## src/rtl/serial_add_seq_if.sv

```systemverilog
// -----------------------------------------------------------------------------
// serial_add_seq_if
//
// Groups every non-clock, non-reset signal of serial_add_seq.
//
// Request side (master -> slave)
//   start  : request an addition (sampled by the adder only while idle)
//   op_a   : operand A, captured on the accepting edge
//   op_b   : operand B, captured on the accepting edge
//   cin    : initial carry, captured on the accepting edge
//
// Result side (slave -> master)
//   busy   : adder is working on an operation (SHIFT, DRAIN or DONE)
//   done   : one-cycle pulse, sum/cout are valid
//   sum    : assembled result
//   cout   : final carry-out
//
// Full-adder stage link
//   fa_a, fa_b, fa_ci : bit operands presented to the external full-adder
//                       stage (slave -> master)
//   fa_s              : registered sum bit back from that stage, valid one
//                       cycle after fa_a/fa_b/fa_ci (master -> slave)
//
// Handshake: a request is accepted on any rising edge where start=1 and
// busy=0. Requests made while busy=1 are ignored, not queued. done rises
// exactly once per accepted request; sum/cout stay stable from done until
// the next accepting edge. Holding start high re-accepts on the first edge
// seen while idle.
// -----------------------------------------------------------------------------
interface serial_add_seq_if #(
  parameter int WIDTH = 8
);
  logic             start;
  logic [WIDTH-1:0] op_a;
  logic [WIDTH-1:0] op_b;
  logic             cin;

  logic             busy;
  logic             done;
  logic [WIDTH-1:0] sum;
  logic             cout;

  logic             fa_a;
  logic             fa_b;
  logic             fa_ci;
  logic             fa_s;

  // The adder itself.
  modport slave (
    input  start, op_a, op_b, cin, fa_s,
    output busy, done, sum, cout, fa_a, fa_b, fa_ci
  );

  // Requester plus the external full-adder stage.
  modport master (
    output start, op_a, op_b, cin, fa_s,
    input  busy, done, sum, cout, fa_a, fa_b, fa_ci
  );
endinterface

```

## src/rtl/serial_add_seq.sv

```systemverilog
// -----------------------------------------------------------------------------
// serial_add_seq
//
// Bit-serial adder sequencer. Operands are latched into LSB-first shift
// registers and presented one bit per cycle to an external, registered
// full-adder stage. The carry chain is kept locally, and the sum bits that
// come back from the stage one cycle later are shifted into the result
// register from the MSB end, so after WIDTH captures bit 0 sits at sum[0].
//
// Ports
//   ck        : clock, all state on the rising edge
//   rst       : asynchronous active-low reset
//   bus       : serial_add_seq_if slave modport (request, result, FA link)
//   dbg_state : current FSM state (0 IDLE, 1 SHIFT, 2 DRAIN, 3 DONE)
//
// Timeline for a request accepted on edge E0:
//   cycles 1..WIDTH   : SHIFT, bit k = cycle k+1 drives fa_a/fa_b/fa_ci
//   cycle  WIDTH+1    : DRAIN, last sum bit comes back and is captured
//   cycle  WIDTH+2    : DONE, done=1, sum/cout valid
//   next edge         : back to IDLE; start is sampled again on the edge after
// -----------------------------------------------------------------------------
module serial_add_seq #(
  parameter int WIDTH = 8
) (
  input  logic                   ck,
  input  logic                   rst,
  serial_add_seq_if.slave        bus,
  output logic [1:0]             dbg_state
);

  // Counter must be able to hold WIDTH after the final increment.
  localparam int CW = $clog2(WIDTH + 1);
  localparam logic [CW-1:0] LAST_BIT = CW'(WIDTH - 1);

  typedef enum logic [1:0] {
    IDLE  = 2'd0,
    SHIFT = 2'd1,
    DRAIN = 2'd2,
    DONE  = 2'd3
  } state_t;

  state_t           state;
  state_t           state_nxt;

  logic [WIDTH-1:0] a_sr;
  logic [WIDTH-1:0] b_sr;
  logic [WIDTH-1:0] sum_r;
  logic [CW-1:0]    cnt;
  logic             carry;
  logic             cout_r;
  logic             s_vld;

  logic             accept;
  logic             in_shift;
  logic             carry_nxt;

  // ---------------------------------------------------------------------------
  // Decodes
  // ---------------------------------------------------------------------------
  assign accept   = (state == IDLE) && bus.start;
  assign in_shift = (state == SHIFT);

  // Majority of the current bit pair and the running carry.
  assign carry_nxt = (a_sr[0] & b_sr[0]) |
                     (a_sr[0] & carry)   |
                     (b_sr[0] & carry);

  // ---------------------------------------------------------------------------
  // FSM state register
  // ---------------------------------------------------------------------------
  always_ff @(posedge ck or negedge rst) begin
    if (!rst) begin
      state <= IDLE;
    end else begin
      state <= state_nxt;
    end
  end

  // ---------------------------------------------------------------------------
  // FSM next-state logic
  // ---------------------------------------------------------------------------
  always_comb begin
    state_nxt = state;
    case (state)
      IDLE: begin
        if (bus.start) begin
          state_nxt = SHIFT;
        end
      end
      SHIFT: begin
        // SHIFT lasts exactly WIDTH cycles, one per operand bit.
        if (cnt == LAST_BIT) begin
          state_nxt = DRAIN;
        end
      end
      DRAIN: begin
        state_nxt = DONE;
      end
      DONE: begin
        // start is deliberately not looked at here; it is only honoured
        // from IDLE.
        state_nxt = IDLE;
      end
      default: begin
        state_nxt = IDLE;
      end
    endcase
  end

  // ---------------------------------------------------------------------------
  // Operand shift registers, bit counter and carry chain
  // ---------------------------------------------------------------------------
  always_ff @(posedge ck or negedge rst) begin
    if (!rst) begin
      a_sr  <= '0;
      b_sr  <= '0;
      cnt   <= '0;
      carry <= 1'b0;
    end else if (accept) begin
      a_sr  <= bus.op_a;
      b_sr  <= bus.op_b;
      cnt   <= '0;
      carry <= bus.cin;
    end else if (in_shift) begin
      a_sr  <= a_sr >> 1;
      b_sr  <= b_sr >> 1;
      cnt   <= cnt + CW'(1);
      carry <= carry_nxt;
    end
  end

  // ---------------------------------------------------------------------------
  // Result capture
  //
  // The full-adder stage answers one cycle after it is driven, so the capture
  // enable is simply "we were in SHIFT last cycle". That makes the last
  // capture land on the DRAIN edge and keeps sum untouched from DONE until
  // the next SHIFT's bits start arriving. sum is never cleared on accept; it
  // is fully overwritten after WIDTH captures.
  // ---------------------------------------------------------------------------
  always_ff @(posedge ck or negedge rst) begin
    if (!rst) begin
      s_vld  <= 1'b0;
      sum_r  <= '0;
      cout_r <= 1'b0;
    end else begin
      s_vld <= in_shift;
      if (s_vld) begin
        sum_r <= {bus.fa_s, sum_r[WIDTH-1:1]};
      end
      if (state == DRAIN) begin
        // carry already holds the carry out of the MSB by now.
        cout_r <= carry;
      end
    end
  end

  // ---------------------------------------------------------------------------
  // Outputs
  // ---------------------------------------------------------------------------
  // Full-adder operands are forced low outside SHIFT so the stage sees a
  // quiet input whenever its answer is going to be ignored anyway.
  assign bus.fa_a  = in_shift & a_sr[0];
  assign bus.fa_b  = in_shift & b_sr[0];
  assign bus.fa_ci = in_shift & carry;

  assign bus.busy  = (state != IDLE);
  assign bus.done  = (state == DONE);
  assign bus.sum   = sum_r;
  assign bus.cout  = cout_r;

  assign dbg_state = state;

endmodule

```

## src/flat_wrapper.sv

```systemverilog
// flat-port wrapper written by rule: the top's interface ports become plain ports
module serial_add_seq_flat 
#(
  parameter int WIDTH = 8
)
  (ck, rst, dbg_state, bus_start, bus_op_a, bus_op_b, bus_cin, bus_fa_s, bus_busy, bus_done, bus_sum, bus_cout, bus_fa_a, bus_fa_b, bus_fa_ci);
  serial_add_seq_if #(.WIDTH(WIDTH)) bus_i ();
  input  logic ck;
  input  logic rst;
  output logic [1:0] dbg_state;
  input wire logic [$bits(bus_i.start)-1:0] bus_start;
  input wire logic [$bits(bus_i.op_a)-1:0] bus_op_a;
  input wire logic [$bits(bus_i.op_b)-1:0] bus_op_b;
  input wire logic [$bits(bus_i.cin)-1:0] bus_cin;
  input wire logic [$bits(bus_i.fa_s)-1:0] bus_fa_s;
  output wire logic [$bits(bus_i.busy)-1:0] bus_busy;
  output wire logic [$bits(bus_i.done)-1:0] bus_done;
  output wire logic [$bits(bus_i.sum)-1:0] bus_sum;
  output wire logic [$bits(bus_i.cout)-1:0] bus_cout;
  output wire logic [$bits(bus_i.fa_a)-1:0] bus_fa_a;
  output wire logic [$bits(bus_i.fa_b)-1:0] bus_fa_b;
  output wire logic [$bits(bus_i.fa_ci)-1:0] bus_fa_ci;
  assign bus_i.start = bus_start;
  assign bus_i.op_a = bus_op_a;
  assign bus_i.op_b = bus_op_b;
  assign bus_i.cin = bus_cin;
  assign bus_i.fa_s = bus_fa_s;
  assign bus_busy = bus_i.busy;
  assign bus_done = bus_i.done;
  assign bus_sum = bus_i.sum;
  assign bus_cout = bus_i.cout;
  assign bus_fa_a = bus_i.fa_a;
  assign bus_fa_b = bus_i.fa_b;
  assign bus_fa_ci = bus_i.fa_ci;
  serial_add_seq #(.WIDTH(WIDTH)) u_core (.ck(ck), .rst(rst), .bus(bus_i), .dbg_state(dbg_state));
endmodule
```

## config.mk

```make
export PLATFORM = sky130hd
export DESIGN_NAME = serial_add_seq_flat
export DESIGN_NICKNAME = d
export VERILOG_FILES = /design/src/rtl/serial_add_seq_if.sv /design/src/rtl/serial_add_seq.sv /design/src/flat_wrapper.sv
export SDC_FILE = /design/constraint.sdc
export NUM_CORES = 1
export LEC_CHECK = 0
export CAP_MARGIN = 20
export CELL_PAD_IN_SITES_DETAIL_PLACEMENT = 1
export CELL_PAD_IN_SITES_GLOBAL_PLACEMENT = 1
export CORE_AREA = 5 5 66 92
export DETAILED_ROUTE_END_ITERATION = 7
export DIE_AREA = 0 0 71 97
export PLACE_DENSITY = 0.7
export SYNTH_ARGS = -nofsm -noshare
export SYNTH_HDL_FRONTEND = slang
export SYNTH_SLANG_ARGS = --single-unit
```

## constraint.sdc

```tcl
create_clock -name ck -period 3 [get_ports ck]
set_clock_uncertainty 0.15 [all_clocks]
set_input_delay 0.6 -clock ck [delete_from_list [all_inputs] [get_ports ck]]
set_output_delay 0.6 -clock ck [all_outputs]
set_load 0.005 [all_outputs]
```

[After elaboration in Yosys (flattened, before gate mapping)]
Cells that the tools add are included.
Widths: inputs -> output; s select.
Storage, ports and cells
  register bits after elaboration: 33
  input bits: 21
  output and inout port bits: 16
  word-level logic and storage cells: 39
Cells by class
  $add $sub $neg: 1
  equal/unequal tests: 6
  mux-type cells: 11
  bitwise logic cells: 8
  reduce and logical (&&, ||, !) cells: 5
Operator list (count)
  $mux 8: 4
  $mux 4: 2
  $pmux 2 s4: 1
  $and 1x1->1: 6
  $add 4x1->4 const B: 1
  $eq 2x2->1 const B: 2
  $eq 4x3->1 const B: 1
  $mux 2: 2
  $ne 2x2->1 const B: 2
  $reduce_bool 2->1: 2
  $eq 2x1->1 const B: 1
  $logic_not 2->1: 1
  $mux 1: 2
  $or 1x1->1: 2
  $reduce_and 2->1: 1
  $logic_and 1x1->1: 1

[Depth between registers and ports, before layout]
Gate-level depths: netlist of run 1.
  word-level depth: 5
  gate-level depth with buffers: 7
  depth with buffers taken out: 5

[Worst setup path before layout of run 1]
No wires, ideal clock.
  path kind: register to output
  start: register u_core.state[1], in the netlist u_core.dbg_state[1]
  end: output port bus_fa_a
  arrival time: 1.075 ns
  required time: 2.250 ns
  path slack: 1.175 ns
  stages on the path, launching flop included: 6
  path buffers: 2
  cell sequence: dfrtp_1 -> inv_1 -> ha_1 -> buf_6 -> buf_6 -> and2_1
On the way
  longest elaborated chain between the ends: 2
RTL lines
  from (decl): RTL line serial_add_seq.sv:42  | state_t state;
  from (signal assigned): RTL line serial_add_seq.sv:75  | state <= state_nxt;
  $eq 2x1->1: RTL line serial_add_seq.sv:61  | assign in_shift = (state == SHIFT);
  named net u_core.in_shift: RTL line serial_add_seq.sv:54  | logic in_shift;
  $and 1x1->1: RTL line serial_add_seq.sv:163  | assign bus.fa_a = in_shift & a_sr[0];
  to (decl): RTL line flat_wrapper.sv:20  | output wire logic [$bits(bus_i.fa_a)-1:0] bus_fa_a;
The timed path passes the listed nets, and every way through them passes these cells.

[Final worst setup path of run 1]
Ends and elaborated chain as after synthesis.

==> results of run 1 <==
## metal layers
layer,share of wire (%),up-vias
met5,0,-
met4,2.0,0
met2,53,31
li1,-,512
met1,39,514
met3,5.8,6
## sequential cells by signal, indices dropped and copies added, names as in the netlist
signal / cells
u_core.bus.sum: 8
u_core.bus.cout: 1
u_core.a_sr: 8
u_core.s_vld: 1
u_core.carry: 1
u_core.cnt: 4
u_core.dbg_state: 2
u_core.b_sr: 8
## cell families (layout without fill, tap and decap cells)
logic type	Yosys count	in the layout	share of synthesized area (%)
muxes	26	26	17.61
buffers and inverters	11	51	5.653
xor gates and xnor gates	3	3	1.697
AOI/OAI and AO/OA	19	19	6.946
and+or+nand+nor	33	33	9.935
DFF	33	33	53.31
adders and majority gates	6	6	4.846
## cells in the mapped netlist
master / number / share of area, %
mux2_1: 1 / 0.73
a21oi_1: 1 / 0.32
buf_8: 1 / 0.97
mux2i_1: 16 / 10
nor2_1: 6 / 1.5
nand2b_1: 3 / 1.2
nand2_1: 18 / 4.4
and2_1: 4 / 1.6
a2bb2oi_2: 1 / 0.97
mux2_2: 9 / 6.5
buf_2: 1 / 0.32
nand3b_1: 1 / 0.48
o21ai_0: 11 / 3.6
o31ai_1: 1 / 0.48
clkbuf_1: 1 / 0.24
ha_1: 6 / 4.8
nand4_2: 1 / 0.81
xor2_1: 2 / 1.1
inv_1: 3 / 0.73
buf_4: 1 / 0.48
xnor2_1: 1 / 0.57
o21ai_1: 5 / 1.6
buf_6: 4 / 2.9
dfrtp_1: 33 / 53
## report_power, final
part           switching [W]  internal (W)  leakage (nW)  total [W]
logic               0.000357      0.000497         0.414   0.000854
clock network       0.000163      0.000330        0.0681   0.000493
registers           0.000157      0.000655         0.411   0.000811
total               0.000677       0.00148         0.893    0.00216
## through the flow
step	hold slack (ns)	util, %
after global routing	0.4022	40.62
final	0.3667	40.62
after CTS	0.3773	40.62
after floorplan	0.1544	-
after global placement	0.3431	38.00
after detailed placement	0.3609	38.00
## area by class of cell
| class | instances | area [µm²] |
|---|---|---|
| clock buffer | 5 | 68.82 |
| clock inverter | 3 | 65.06 |
| fill | 571 | 3040 |
| inverter | 3 | 11.26 |
| multi-input combinational | 87 | 635.6 |
| sequential | 33 | 825.8 |
| tap | 66 | 82.58 |
| timing repair buffer | 40 | 390.4 |
## worst min path at each step
stage / start / end / cells past startpoint
floorplan: rst / u_core.a_sr[0] / 0
global placement: u_core.bus.sum[0] / u_core.bus.sum[0] / 1
detailed placement: u_core.bus.sum[0] / u_core.bus.sum[0] / 1
CTS: u_core.bus.cout / u_core.bus.cout / 1
global route: u_core.bus.cout / u_core.bus.cout / 1
finish: u_core.bus.sum[0] / u_core.bus.sum[0] / 1
## worst max-delay path, cell delays in order (launching register included)
cell,delay (ns)
dfrtp_1,0.43
inv_1,0.13
ha_1,0.22
buf_4,0.21
and2_1,0.15
clkdlybuf4s50_1,0.50
==> results.md, run 1 <==
- Die height: a little under 100 µm
- Area of the die: just under 7000 µm²
- Via density: about 4.5
- Starting density of the core: ~30%
- Initial drt markers: 40
- Share of cells above drive strength 1: a little over an eighth
- Hpwl dp: 2.339 mm
- Tcrit/Tclk final: 89.07%
- Fin area: 2079 µm²
- DRC viols: 0
- Max-capacitance violation count: 0
- YS warnings: 0
- Hold-fix buffers, CTS: 0
- Final setup TNS: 0 ns
- Final ANT Viol Nets: 0
- Register-to-Register Path Depth: 5
- Largest net degree at the start of global routing: 39
- Final Hold Vio Count: 0
- Tot Pwr: ~0.0022 W
- CP endpoint: bus_fa_a
- Area Overhead vs Synth: 34.25%
- Slew margin rel.: between 70 and 80%
- IO buf count: 36
- Hold Path Class: reg2reg
- Power Density: just over 1000 nW/µm²
- Outcome: complete, no violations
- Setup ws final: between 0.3 and 0.4 ns
- Final setup viols: 0
- GR peak layer: met2
- Crit path max fanout: 10
- Synthesized area per cell: between 10 and 15 µm²
- Leakage: 0.8930 nW
- F_max: ~370 MHz
- Post-Layout Cell Count: 237
- Cells after Synth: around 130
- Critical path endpoint category: output pin
- Met2 Usage GRT: 17.87%
- Commonest non-fill, non-tap cells in the layout: 36 x clkdlybuf4s50_1, 33 x dfrtp_1, 18 x nand2_1, 16 x mux2i_1, 11 x o21ai_0
- CORE AREA: between 5000 and 6000 µm²
- WL/cell: ~14 µm
- Worst Path Required: between 2 and 2.5 ns
- RSZ-0062 raised after global routing: false
- Net Count, Synth: about 160
- Initial antenna violation count: 0
- Final Slew Violations: 0
- Post-CTS Setup Bufs: 0
- Detailed-route via count: roughly 1100
- Worst Tran Pin Value: 0.4162 ns
- Worst Path Arrival: approximately 1.9 ns
- Routing usage on met1: between 10% and 20%
- Die width: 71 µm
- Routed wire length: 3.246 mm
- Nets: between 150 and 200
- Netlist cell types: 24
- Reg-to-reg setup timing slack: 1.22 ns
- Reg-to-reg startpoint: u_core.dbg_state[1]
- Worst Setup SP: u_core.dbg_state[1]
- Diode count: 0
- Reg clk slew, reported paths: 0.07 ns
- CTS Buffer Depth: 2
- Cts repair resizes: 0
- Crit start category: register
- Leading cell type in the layout, fill and taps excluded: clkdlybuf4s50_1
- CTS buffer count: 5
- I/O pin cnt: 37
- Worst vdd ir: between 0.4 and 0.5 mV
- FF-to-FF End: u_core.dbg_state[1]
- RePlAce Congestion: approximately 0.7
- Sequential cell area fraction in the yosys report: between 50% and 60%
- Global Route Usage Sum: between 10% and 20%
- Met3 Use GR: under 10%
- First-pass GRT wire length: 5.796 mm
- CTS sink count: 33
- Tmin final: around 2.7 ns
- Root buf cell: clkbuf_8
- Number of global-route vias before repair: approximately 1200
- Pre-CTS WS: 0.6245 ns
- Synth Cell Area: 1549 µm²
- Crit path kind: reg2out
- Worst-Skew Late Latency: roughly 0.28 ns
- Yosys reg bits: 33
- H-tree depth: 2
- DP Area: between 1500 and 2000 µm²
- Inst Count DP: about 230
- FP Rows: 31
- Total gr overflow: 0
- CTS tree: yes
- First-pass iteration count of the detailed router: 3
(Power assumes the default switching activity.)
==> inputs of run 2 (changes only) <==
--- a/config.mk
+++ b/config.mk
@@ -8,10 +8,10 @@
 export CAP_MARGIN = 20
 export CELL_PAD_IN_SITES_DETAIL_PLACEMENT = 1
 export CELL_PAD_IN_SITES_GLOBAL_PLACEMENT = 1
-export CORE_AREA = 5 5 66 92
+export CORE_AREA = 5 5 77 79
 export DETAILED_ROUTE_END_ITERATION = 7
-export DIE_AREA = 0 0 71 97
-export PLACE_DENSITY = 0.7
+export DIE_AREA = 0 0 82 84
+export PLACE_DENSITY = 0.71
 export SYNTH_ARGS = -nofsm -noshare
 export SYNTH_HDL_FRONTEND = slang
 export SYNTH_SLANG_ARGS = --single-unit
==> run 2 against run 1 <==
Final area shrank 2.5%. Total power shrank 8.7%. Sequential share of layout area grew 1.0 points. Combinational power shrank 0.9%. Sequential cell count is the same. Utilization shrank 2.1 points. Critical path depth shrank 1. Cell count grew 2.1%. Setup slack gained 0.22 ns. Wire length is essentially flat. First-iteration DRC count shrank 23%. Critical endpoint is now bus_fa_b. Largest cell class unchanged. Highest routed layer unchanged.
==> results.md, run 2 (synthesis results as in run 1) <==
- Outcome: complete, no violations
- CTS buffer count: 5 (unchanged)
- Worst-Skew Late Latency: 0.27 ns (about the same)
- IO buf count: 36 (unchanged)
- Via density: 4.364 (-2.7%)
- Final Hold Vio Count: 0 (unchanged)
- CP peak stage delay: 0.50 ns (about the same)
- CORE AREA: 5270 µm² (+2.9%)
- Worst Tran Pin Value: 0.4221 ns (+0.005845 ns)
- CP endpoint: bus_fa_b
- Final ANT Viol Nets: 0 (unchanged)
- I/O pin cnt: 37 (unchanged)
- Worst-path cell chain: inv_1, ha_1, and2_1, clkdlybuf4s50_1
- Slew margin rel.: 71.86% (-0.39 points)
- Diode count: 0 (unchanged)
- Final setup viols: 0 (unchanged)
- Max-capacitance violation count: 0 (unchanged)
- Tot Pwr: 0.001971 W (-8.7%)
- Global Route Usage Sum: 10.24% (-0.32 points)
- CTS sink count: 33 (unchanged)
- Area Overhead vs Synth: 30.94%
- Number of global-route vias before repair: 1169 (-4.6%)
- FF-to-FF End: u_core.dbg_state[1]
- Total gr overflow: 0 (unchanged)
- Pre-CTS WS: 0.8355 ns (+0.2110 ns)
- Starting density of the core: 29.39% (-0.86 points)
- Reg-to-reg startpoint: u_core.dbg_state[1]
- Crit start category: register
- RSZ-0062 raised after global routing: false
- WL/cell: 13.40 µm (-2.1%)
- Cts repair resizes: 0 (unchanged)
- Tmin final: 2.451 ns (-0.2212 ns)
- Register-to-Register Path Depth: 5 (unchanged)
- Detailed-route via count: 1056 (-0.66%)
- Area of the die: 6888 µm² (about the same)
- Setup ws final: 0.5490 ns (+0.2212 ns)
- Die height: 84 µm (-13%)
- Tcrit/Tclk final: 81.70% (-7.4 points)
- Crit path max-delay cell type: clkdlybuf4s50_1
- Final setup TNS: 0 ns (unchanged)
- Leakage: 0.8646 nW (-3.2%)
- Routed wire length: 3.244 mm (about the same)
- Worst Path Required: 2.25 ns (about the same)
- Worst Path Arrival: 1.70 ns (-0.22 ns)
- CTS Buffer Depth: 2 (unchanged)
- Initial drt markers: 31 (-23%)
- Worst vdd ir: 0.2887 mV (-29%)
- Hpwl dp: 2.432 mm (+4.0%)
- Hold-fix buffers, CTS: 0 (unchanged)
- Die width: 82 µm (+15%)
- Initial antenna violation count: 0 (unchanged)
- Hold Path Class: reg2reg
- Post-layout util: 38.49% (-2.1 points)
- Root buf cell: clkbuf_8
- Crit path kind: reg2out
- Power Density: 971.7 nW/µm² (-6.4%)
- Commonest non-fill, non-tap cells in the layout: 36 x clkdlybuf4s50_1, 33 x dfrtp_1, 18 x nand2_1, 16 x mux2i_1, 11 x o21ai_0
- Share of cells above drive strength 1: 12.35% (-1.1 points)
- FP Rows: 27 (-13%)
- Reg-to-reg setup timing slack: 1.15 ns (-0.07 ns)
- CTS tree: yes
- Reg clk slew, reported paths: 0.07 ns (about the same)
- First-pass GRT wire length: 5.402 mm (-6.8%)
- Crit path max fanout: 5 (-5)
- Nets: 196 (-0.51%)
- Post-CTS Setup Bufs: 0 (unchanged)
- Largest net degree at the start of global routing: 39 (unchanged)
- Leading cell type in the layout, fill and taps excluded: clkdlybuf4s50_1
- Final Slew Violations: 0 (unchanged)
- Critical path endpoint category: output pin
- H-tree depth: 2 (unchanged)
- Worst Setup SP: u_core.dbg_state[1]
- F_max: 408.0 MHz (+9.0%)
- First-pass iteration count of the detailed router: 4 (+1)
- DRC viols: 0 (unchanged)
- RePlAce Congestion: 0.7201 (+5.9%)
## run 2: worst min path at each step
stage                     slack, ns  cells past startpoint               from           endpoint
after floorplan                0.15                      0                rst     u_core.a_sr[0]
after global placement         0.34                      1  u_core.bus.sum[0]  u_core.bus.sum[0]
after detailed placement       0.36                      1    u_core.bus.cout    u_core.bus.cout
after CTS                      0.38                      1  u_core.bus.sum[0]  u_core.bus.sum[0]
after global routing           0.39                      1  u_core.bus.sum[0]  u_core.bus.sum[0]
final                          0.37                      1  u_core.bus.sum[0]  u_core.bus.sum[0]
## run 2: metal layers
| metal | global-route usage [%] | wire [µm] | vias to the layer above |
|---|---|---|---|
| met2 | 16.31 | 1636 | 26 |
| met5 | 0 | 0 | - |
| li1 | - | - | 509 |
| met1 | 12.54 | 1436 | 514 |
| met4 | 4.079 | 57 | 0 |
| met3 | 3.348 | 113 | 7 |
## run 2: area by class of cell
class | count | area, µm²
clock buffers | 6 | 72.57
clock inverters | 2 | 10.01
fillers | 589 | 3242
inverters | 3 | 11.26
multi-input cells | 87 | 635.6
flip-flops and latches | 33 | 825.8
well taps | 72 | 90.09
repair buffers | 39 | 382.9
## run 2: worst max-delay path, delay by kind of cell, from the launching register on
family / cells / cell delay, ns
flip-flops: 1 / 0.43
AND/OR/NAND/NOR: 1 / 0.17
adder cells (fa/ha/maj): 1 / 0.21
buffers and inverters: 2 / 0.62
## run 2: where the power goes
group	switching, W	internal (W)
Clock	0.000152	0.000161
Combinational	0.000358	0.000488
Sequential	0.000157	0.000655
Total	0.000667	0.00130
## run 2: metrics by stage
step	cell area (µm²)	hold WS, ns	std cells
after floorplan	1549	0.1544	131
after global placement	1946	0.3396	234
after detailed placement	1946	0.3572	234
after CTS	2028	0.3764	242
after global routing	2028	0.3940	242
final	2028	0.3714	242
